--- src/rtl/fp_mac_seq.sv ---
// Sequencer that streams K weight/data pairs from two SRAMs into an external MAC per output and collects each result.
// Latency: K issue cycles, then the MAC latency (at most 16 wait cycles), one OUT cycle minimum and a 2-cycle gap per output.
// Backpressure: a result is held in OUT until res_rdy; no further SRAM reads are issued while a result is pending.
module fp_mac_seq #(
    parameter int WIDTH = 8,
    parameter int K     = 4,
    parameter int NW    = 6,
    parameter int AW    = 8
) (
    input  logic             clk,
    input  logic             rstn,
    input  logic             start,
    input  logic [NW-1:0]    n_out,
    output logic             busy,
    output logic             done,
    output logic             rd_en,
    output logic [AW-1:0]    w_addr,
    output logic [AW-1:0]    d_addr,
    input  logic [WIDTH-1:0] w_rdata,
    input  logic [WIDTH-1:0] d_rdata,
    output logic             mac_vld_i,
    output logic [WIDTH-1:0] mac_win,
    output logic [WIDTH-1:0] mac_din,
    input  logic [WIDTH-1:0] mac_acc_o,
    input  logic             mac_vld_o,
    output logic             res_vld,
    input  logic             res_rdy,
    output logic [WIDTH-1:0] res_data,
    output logic [NW-1:0]    res_idx,
    output logic             err
);
    // k counter must hold 0..K-1; keep at least one bit so K=1 still elaborates.
    localparam int              KW     = (K > 1) ? $clog2(K) : 1;
    localparam int              TW     = 4;
    localparam logic [KW-1:0]   K_LAST = KW'(K - 1);
    localparam logic [AW-1:0]   K_AW   = AW'(K);

    typedef enum logic [2:0] {
        IDLE  = 3'd0,
        ISSUE = 3'd1,
        WAIT  = 3'd2,
        OUT   = 3'd3,
        GAP   = 3'd4,
        DONE  = 3'd5
    } state_t;

    state_t           state_q, state_d;
    logic [NW-1:0]    nout_q, nout_d;
    logic [NW-1:0]    idx_q, idx_d;
    logic [KW-1:0]    k_q, k_d;
    logic [TW-1:0]    tmo_q, tmo_d;
    logic             gap_q, gap_d;
    logic             res_vld_q, res_vld_d;
    logic [WIDTH-1:0] res_data_q, res_data_d;
    logic [NW-1:0]    res_idx_q, res_idx_d;
    logic             err_q, err_d;

    // Read-data alignment pipeline.
    logic             rd_q;
    logic             mac_vld_q;
    logic [WIDTH-1:0] mac_win_q;
    logic [WIDTH-1:0] mac_din_q;

    // Next-state and datapath update for the job sequencer.
    always_comb begin
        state_d    = state_q;
        nout_d     = nout_q;
        idx_d      = idx_q;
        k_d        = k_q;
        tmo_d      = tmo_q;
        gap_d      = gap_q;
        res_vld_d  = res_vld_q;
        res_data_d = res_data_q;
        res_idx_d  = res_idx_q;
        err_d      = err_q;

        case (state_q)
            IDLE: begin
                if (start) begin
                    err_d = 1'b0;
                    idx_d = '0;
                    k_d   = '0;
                    if (n_out != '0) begin
                        nout_d  = n_out;
                        state_d = ISSUE;
                    end else begin
                        state_d = DONE;
                    end
                end
            end

            ISSUE: begin
                // Timeout counter is armed here so WAIT always starts from zero.
                tmo_d = '0;
                if (k_q == K_LAST) begin
                    k_d     = '0;
                    state_d = WAIT;
                end else begin
                    k_d = k_q + KW'(1);
                end
            end

            WAIT: begin
                if (mac_vld_o) begin
                    res_data_d = mac_acc_o;
                    res_idx_d  = idx_q;
                    res_vld_d  = 1'b1;
                    state_d    = OUT;
                end else if (tmo_q == '1) begin
                    // 16th WAIT cycle with no MAC strobe: deliver a zero result and flag it.
                    err_d      = 1'b1;
                    res_data_d = '0;
                    res_idx_d  = idx_q;
                    res_vld_d  = 1'b1;
                    state_d    = OUT;
                end else begin
                    tmo_d = tmo_q + TW'(1);
                end
            end

            OUT: begin
                // res_vld is high for the whole of OUT, so res_rdy alone marks the transfer.
                if (res_rdy) begin
                    res_vld_d = 1'b0;
                    idx_d     = idx_q + NW'(1);
                    gap_d     = 1'b0;
                    state_d   = GAP;
                end
            end

            GAP: begin
                // Two quiet cycles let the MAC's valid history drain and its accumulator clear.
                if (gap_q) begin
                    gap_d   = 1'b0;
                    state_d = (idx_q < nout_q) ? ISSUE : DONE;
                end else begin
                    gap_d = 1'b1;
                end
            end

            DONE: begin
                state_d = IDLE;
            end

            default: begin
                state_d = IDLE;
            end
        endcase
    end

    // Sequencer state registers.
    always_ff @(posedge clk or negedge rstn) begin
        if (!rstn) begin
            state_q    <= IDLE;
            nout_q     <= '0;
            idx_q      <= '0;
            k_q        <= '0;
            tmo_q      <= '0;
            gap_q      <= 1'b0;
            res_vld_q  <= 1'b0;
            res_data_q <= '0;
            res_idx_q  <= '0;
            err_q      <= 1'b0;
        end else begin
            state_q    <= state_d;
            nout_q     <= nout_d;
            idx_q      <= idx_d;
            k_q        <= k_d;
            tmo_q      <= tmo_d;
            gap_q      <= gap_d;
            res_vld_q  <= res_vld_d;
            res_data_q <= res_data_d;
            res_idx_q  <= res_idx_d;
            err_q      <= err_d;
        end
    end

    // Register the SRAM read data and the matching valid. Read data arrives the
    // cycle after rd_en, so the valid is carried one extra stage (rd_q) to line it
    // up with the captured operands. The last two MAC beats therefore land in the
    // first WAIT cycles; nothing new is issued once ISSUE ends.
    always_ff @(posedge clk or negedge rstn) begin
        if (!rstn) begin
            rd_q      <= 1'b0;
            mac_vld_q <= 1'b0;
            mac_win_q <= '0;
            mac_din_q <= '0;
        end else begin
            rd_q      <= rd_en;
            mac_vld_q <= rd_q;
            mac_win_q <= rd_q ? w_rdata : '0;
            mac_din_q <= rd_q ? d_rdata : '0;
        end
    end

    // Status, SRAM address and result outputs. Addresses are zero outside ISSUE.
    // Address width must cover NW + clog2(K) bits so idx*K + k never wraps.
    always_comb begin
        busy   = (state_q != IDLE);
        done   = (state_q == DONE);
        rd_en  = (state_q == ISSUE);
        w_addr = '0;
        d_addr = '0;
        if (state_q == ISSUE) begin
            w_addr = AW'(idx_q) * K_AW + AW'(k_q);
            d_addr = AW'(k_q);
        end
    end

    assign mac_vld_i = mac_vld_q;
    assign mac_win   = mac_win_q;
    assign mac_din   = mac_din_q;
    assign res_vld   = res_vld_q;
    assign res_data  = res_data_q;
    assign res_idx   = res_idx_q;
    assign err       = err_q;

endmodule

--- config.mk ---
export PLATFORM = sky130hd
export DESIGN_NAME = fp_mac_seq
export DESIGN_NICKNAME = d
export VERILOG_FILES = /design/src/rtl/fp_mac_seq.sv
export SDC_FILE = /design/constraint.sdc
export NUM_CORES = 1
export LEC_CHECK = 0
export CELL_PAD_IN_SITES_DETAIL_PLACEMENT = 0
export CELL_PAD_IN_SITES_GLOBAL_PLACEMENT = 2
export CORE_MARGIN = 1.5
export CORE_UTILIZATION = 26
export CTS_BUF_LIST = sky130_fd_sc_hd__clkbuf_2
export DETAILED_ROUTE_END_ITERATION = 10
export MAX_ROUTING_LAYER = met4
export PLACE_DENSITY_LB_ADDON = 0.1
export SYNTH_ARGS = -nofsm -noshare
export SYNTH_HDL_FRONTEND = slang
export SYNTH_SLANG_ARGS = --single-unit
--- constraint.sdc ---
create_clock -name clk -period 1.5 [get_ports clk]
set_input_delay 0.15 -clock clk [delete_from_list [all_inputs] [get_ports clk]]
set_output_delay 0.15 -clock clk [all_outputs]
set_load 0.02 [all_outputs]
* Yosys cells after proc, flatten, opt, wreduce, memory -nomap -nowiden
Cells that the tools add are included.
** Storage, ports and cells
- Register bits :: 56
- Bits of input ports :: 35
** Operators by class
- Reduce and logical (&&, ||, !) cells :: 19
- Muxes and demuxes :: 35
- Add/subtract/negate cells :: 4
- $lt $le $gt $ge :: 1
- Equal/unequal tests :: 15
** Operators by type and width (count)
- 8-bit two-way mux :: 5
- 3-bit two-way mux :: 8
- 6-bit two-way mux :: 4
- 3-bit case mux with 5 select lines :: 1
- 2-bit nonzero test :: 7
- 2-bit inequality test (second input constant) :: 6
- 6-bit case mux with 2 select lines :: 1
- 3-bit AND reduction :: 4
- 8-bit by 2-bit adder with 8-bit output :: 1
- 4-bit two-way mux :: 2
- 4-bit case mux with 2 select lines :: 1
- 6-bit by 1-bit adder with 6-bit output (second input constant) :: 1
- 3-bit by 2-bit equality test with 1-bit output (second input constant) :: 2
- 3-bit equality test (second input constant) :: 2
- 6-bit < comparator :: 1
- 1-bit two-way mux :: 6
- 2-bit two-way mux :: 3
- 1-bit case mux with 2 select lines :: 3
- 2-bit AND reduction :: 3
- 6-bit nonzero test :: 1
- 5-bit AND reduction :: 1
- 4-bit by 1-bit adder with 4-bit output (second input constant) :: 1
- 4-bit equality test (second input constant) :: 1
- 2-bit case mux with 2 select lines :: 1
- 8 further kinds :: 8

* Logic depth before layout (Yosys ltp)
- Word-level depth :: 4
- Depth in mapped cells :: 6

* Worst setup path after synthesis
No wires, ideal clock.
- Path type :: flip-flop to flip-flop
- Start :: register state_q[0]
- End :: register nout_q[0]
- Setup slack :: -25 ps
- Period minus slack after synthesis :: 1525 ps
- Buffers on the path :: 1
- Setup time :: 125 ps
- Data arrival time :: 1399 ps
- Stages on the path, launching flop included :: 6
- Path through :: dfrtp_1 > buf_2 > nor3_1 > nand2_1 > nor2_2 > mux2_4
** Between the ends
- Longest elaborated chain between the ends :: 2
** RTL lines
- start: declaration :: RTL line 47 : state_t state_q, state_d;
- start signal: assignment :: RTL line 165 : state_q <= state_d;
- 3-bit zero test :: RTL line 77 : case (state_q)
- 3-bit AND reduction (no line)
- end signal: assignment :: RTL line 166 : nout_q <= nout_d;
- end: declaration :: RTL line 48 : logic [NW-1:0] nout_q, nout_d;
No other way between the ends.
A chain may end at the register's enable or synchronous reset.

* Worst setup path in the final report
- Start :: register state_q[2]
- End :: output port d_addr[1]
** Between the ends
- Longest elaborated chain between the ends :: 2
** RTL lines
- 3-bit by 1-bit equality test with 1-bit output :: RTL line 204 : if (state_q == ISSUE) begin
- 2-bit two-way mux :: RTL line 204
- end: declaration :: RTL line 18 : output logic [AW-1:0] d_addr,
No other way between the ends.

==> results list <==
- Outcome: finished with violations
* Violations in the final reports: setup timing
* Initial standard-cell utilization of the core: 27.1%
* Vias in the first global route: 2,083
- The total area inside the core boundary comes to 9370 um^2.
- Worst-skew pair later-pin latency: 0.44 ns
- Counting every sink on the clock net gives 56.
- The die covers 10,400 um^2.
* Count of final max-slew check failures: 0
- Port Buf Inserts: 80
* Top cells by area in the synthesized netlist: dfrtp_1, and2_1, ha_1
- Worst Setup Slack post-DPL: -0.363 ns
- Leakage power figure: 1.96 nW
- # diodes: 0
* Max-cap viol count: 0
- For this run the aggregate overflow at the end of global routing stands at 0.
- Number of fill cells: 991
- The routed layout has 2,113 vias.
- Maximum resistive drop on vdd: 0.674 mV
- Areal power density over the cells: 1610 nW/um^2
- Setup repair after global routing could not meet its margin everywhere.
- Maximum clock frequency: 603 MHz
- Remaining design rule violation count: 0
- HP Class: in -> async
* Initial detailed-routing violation count: 51
- The final count of hold timing violations came to 0.
* Number of buffers created by CTS: 5
- The clock passes through at most 2 buffers.
- The pre-antenna-repair detailed-routing pass consisted of 4 iterations.
- Overall power consumption after layout is estimated at 6.44 mW.
* Global router's overall resource usage: 13.2%
* DRT Wirelength: 6670 um
- Including well taps, the total number of placed cells is 470.
* Category of the worst setup path launch point: flip-flop
- Clock tree synthesis selected as its root buffer the cell clkbuf_2.
- Number of endpoints failing setup at the final stage: 35
* FFs w/ async S/R, synth: 100%
- Half-perimeter wire length after detailed placement: 4840 um
- Per-cell via count in the routed design: 4.30
- Clock transition at path regs: 0.29 ns
- The number of different library cells used by synthesis comes to 40.
* Fraction of the cycle the final worst path needs: 111%
* Critical setup path kind: reg -> out
- TritonCTS built the clock tree.
* Setup tns final: -3.23 ns
* Kind of end point of the critical path: primary output
- Post-synthesis instance area: 2540 um^2
* Boundary Pins: 87
- Entering global routing, the biggest net connects 57 pins.
- In the synthesized netlist the dominant register cell turns out to be dfrtp_1.
* Antenna viol nets, final: 0
- Share of the yosys chip area belonging to registers: 55.2%
- Required time of the critical path: 1.35 ns
- In the final layout, the share of cells above drive strength 1 is 32.3%.
* Final Wtd Congestion: 0.763
* Final Worst Setup Slack: -0.159 ns
* Final routed wire length divided by cell count: 13.6 um
- From synthesis to final layout, the design area changed by 57.6%.
- Synth warn: 0
- Area fraction of the dominant cell type after synthesis: 55.2%
- In this run the worst path has a maximum fanout of 5.
* Die Y-Extent: 102 um
- STA puts the critical path data arrival time at 1.51 ns.
- The biggest area contributor in the post-synthesis netlist is dfrtp_1.
- Final non-filler cell total: 491
* Count of H-tree levels built during CTS: 2
- A synthesized cell averages 10.7 um^2.
- Overall die width: 102 um
* Wire length of the first global-routing pass: 10,300 um
- Nets: 404
- Synthesis produced a netlist whose cell count is 237.
- Placement Rows: 35
- Final core utilization: 42.7%
- Counting flops with a built-in enable in the synthesized netlist gives 0.
* Final worst clock skew: 0.0171 ns
- The initial antenna violation count is 0.
- Clock period minus final worst setup slack: 1.66 ns
* Number of storage elements in the synthesis netlist: 56
==> report_power, final <==
part / internal, mW / leakage (nW) / switching, mW
registers: 1.95 / 0.735 / 0.255
clock network: 0.125 / 0.0292 / 0.502
logic: 1.78 / 1.19 / 1.83
==> layout make-up <==
cell class	count	area [um^2]	share of cell area (%)
tap	129	161	4.04
sequential	56	1400	35.0
clock buffer	6	30.0	0.751
inverter	15	56.3	1.41
multi-input combinational	154	1140	28.5
timing repair buffer	129	1190	29.8
clock inverter	2	16.3	0.407
==> Yosys cell counts (2+ instances only) <==
cell and n:
clkbuf_1 4, nor2_2 4, nor2b_1 4, nor2_1 10, mux2_2 3, nor3_1 2, and2_1 19, a21oi_1 9
inv_1 15, ha_1 8, nand3_1 6, dfrtp_1 56, buf_4 8, a22o_1 8, xnor2_1 3, o21ai_0 15
nand4_1 5, mux2i_1 4, buf_2 3, a211oi_2 3, and3_1 5, nand2_1 25
==> state kept, by name, summed over array words and instances (netlist names), 3 cells and up <==
register / cells
mac_din: 8
mac_win: 8
state_q: 3
tmo_q: 4
res_data: 8
nout_q: 6
res_idx: 6
idx_q: 6
==> path summary, 6_finish.rpt <==
check | start | endpoint | slack, ns | depth (start not counted)
max | state_q[2] | d_addr[1] | -0.16 | 4
max reg2reg | state_q[0] | nout_q[0] | -0.13 | 7
min | rstn | mac_din[6] | 0.17 | 3
max in group asynchronous | rstn | res_data[5] | 1.06 | 3
min reg2reg | res_idx[1] | res_idx[1] | 0.52 | 2
min in group clk | w_rdata[5] | mac_win[5] | 0.24 | 2
==> critical path, cell delays in order, from the launching register on <==
cell     delay, ns
dfrtp_1       0.48
nor2_2        0.15
buf_6         0.13
and3_4        0.20
buf_6         0.11
==> cells in the final DEF, fill, tap and decap left out, types with 2 or more instances in the layout <==
master	count
ha_1	6
clkbuf_2	6
a211oi_2	3
nand3_1	5
a22o_1	8
and2_1	17
buf_4	37
inv_1	14
o21ai_1	7
dfrtp_1	56
nand2_1	14
mux2_2	3
mux2i_1	4
nand2_2	10
buf_6	21
nor2b_1	2
xnor2_1	3
o21ai_2	5
nor2_2	4
a21oi_1	8
clkdlybuf4s50_1	33
o21ai_0	3
nor2_1	9
and3_4	3
nand4_1	5
and3_1	2
buf_12	2
and2_4	2
dlygate4sd2_1	33
buf_2	2
conb_1	6
==> layer usage <==
metal	vias to the layer above	share of wire, %	global-route usage, %
met2	60	47	20.7
met3	2	5.3	2.83
met5	-	0	-
met1	1007	48	17.5
li1	1044	-	-
met4	0	0.42	2.67
==> cells by family (layout without fill, tap and decap cells) <==
group / count (synthesis) / after routing / synth area share [%]
XOR/XNOR: 3 / 3 / 1.04
AND/OR/NAND/NOR: 85 / 85 / 17.8
AO/OA/AOI/OAI: 44 / 44 / 12.0
other: 1 / 6 / 0.148
flip-flops: 56 / 56 / 55.2
multiplexers: 8 / 8 / 3.50
adder cells (fa/ha/maj): 8 / 8 / 3.94
buffers and inverters: 32 / 152 / 6.36
==> stage by stage <==
step / hold WS, ns / cell area, um^2
after floorplan: -0.146 / 2570
after detailed placement: 0.185 / 3710
final: 0.174 / 4000
after global routing: 0.173 / 4000
after CTS: 0.163 / 3830
after global placement: 0.182 / 3710
==> what timing repair did <==
item | 4_1_cts | 5_1_grt
buffers inserted | 6 | 7
endpoints found under the setup margin | 73 | 42
hold buffers | 1 | 0
endpoints found under the hold margin | 56 | 0
resized for setup | 120 | 49
pin swaps | 17 | 18
(Power assumes the default switching activity.)
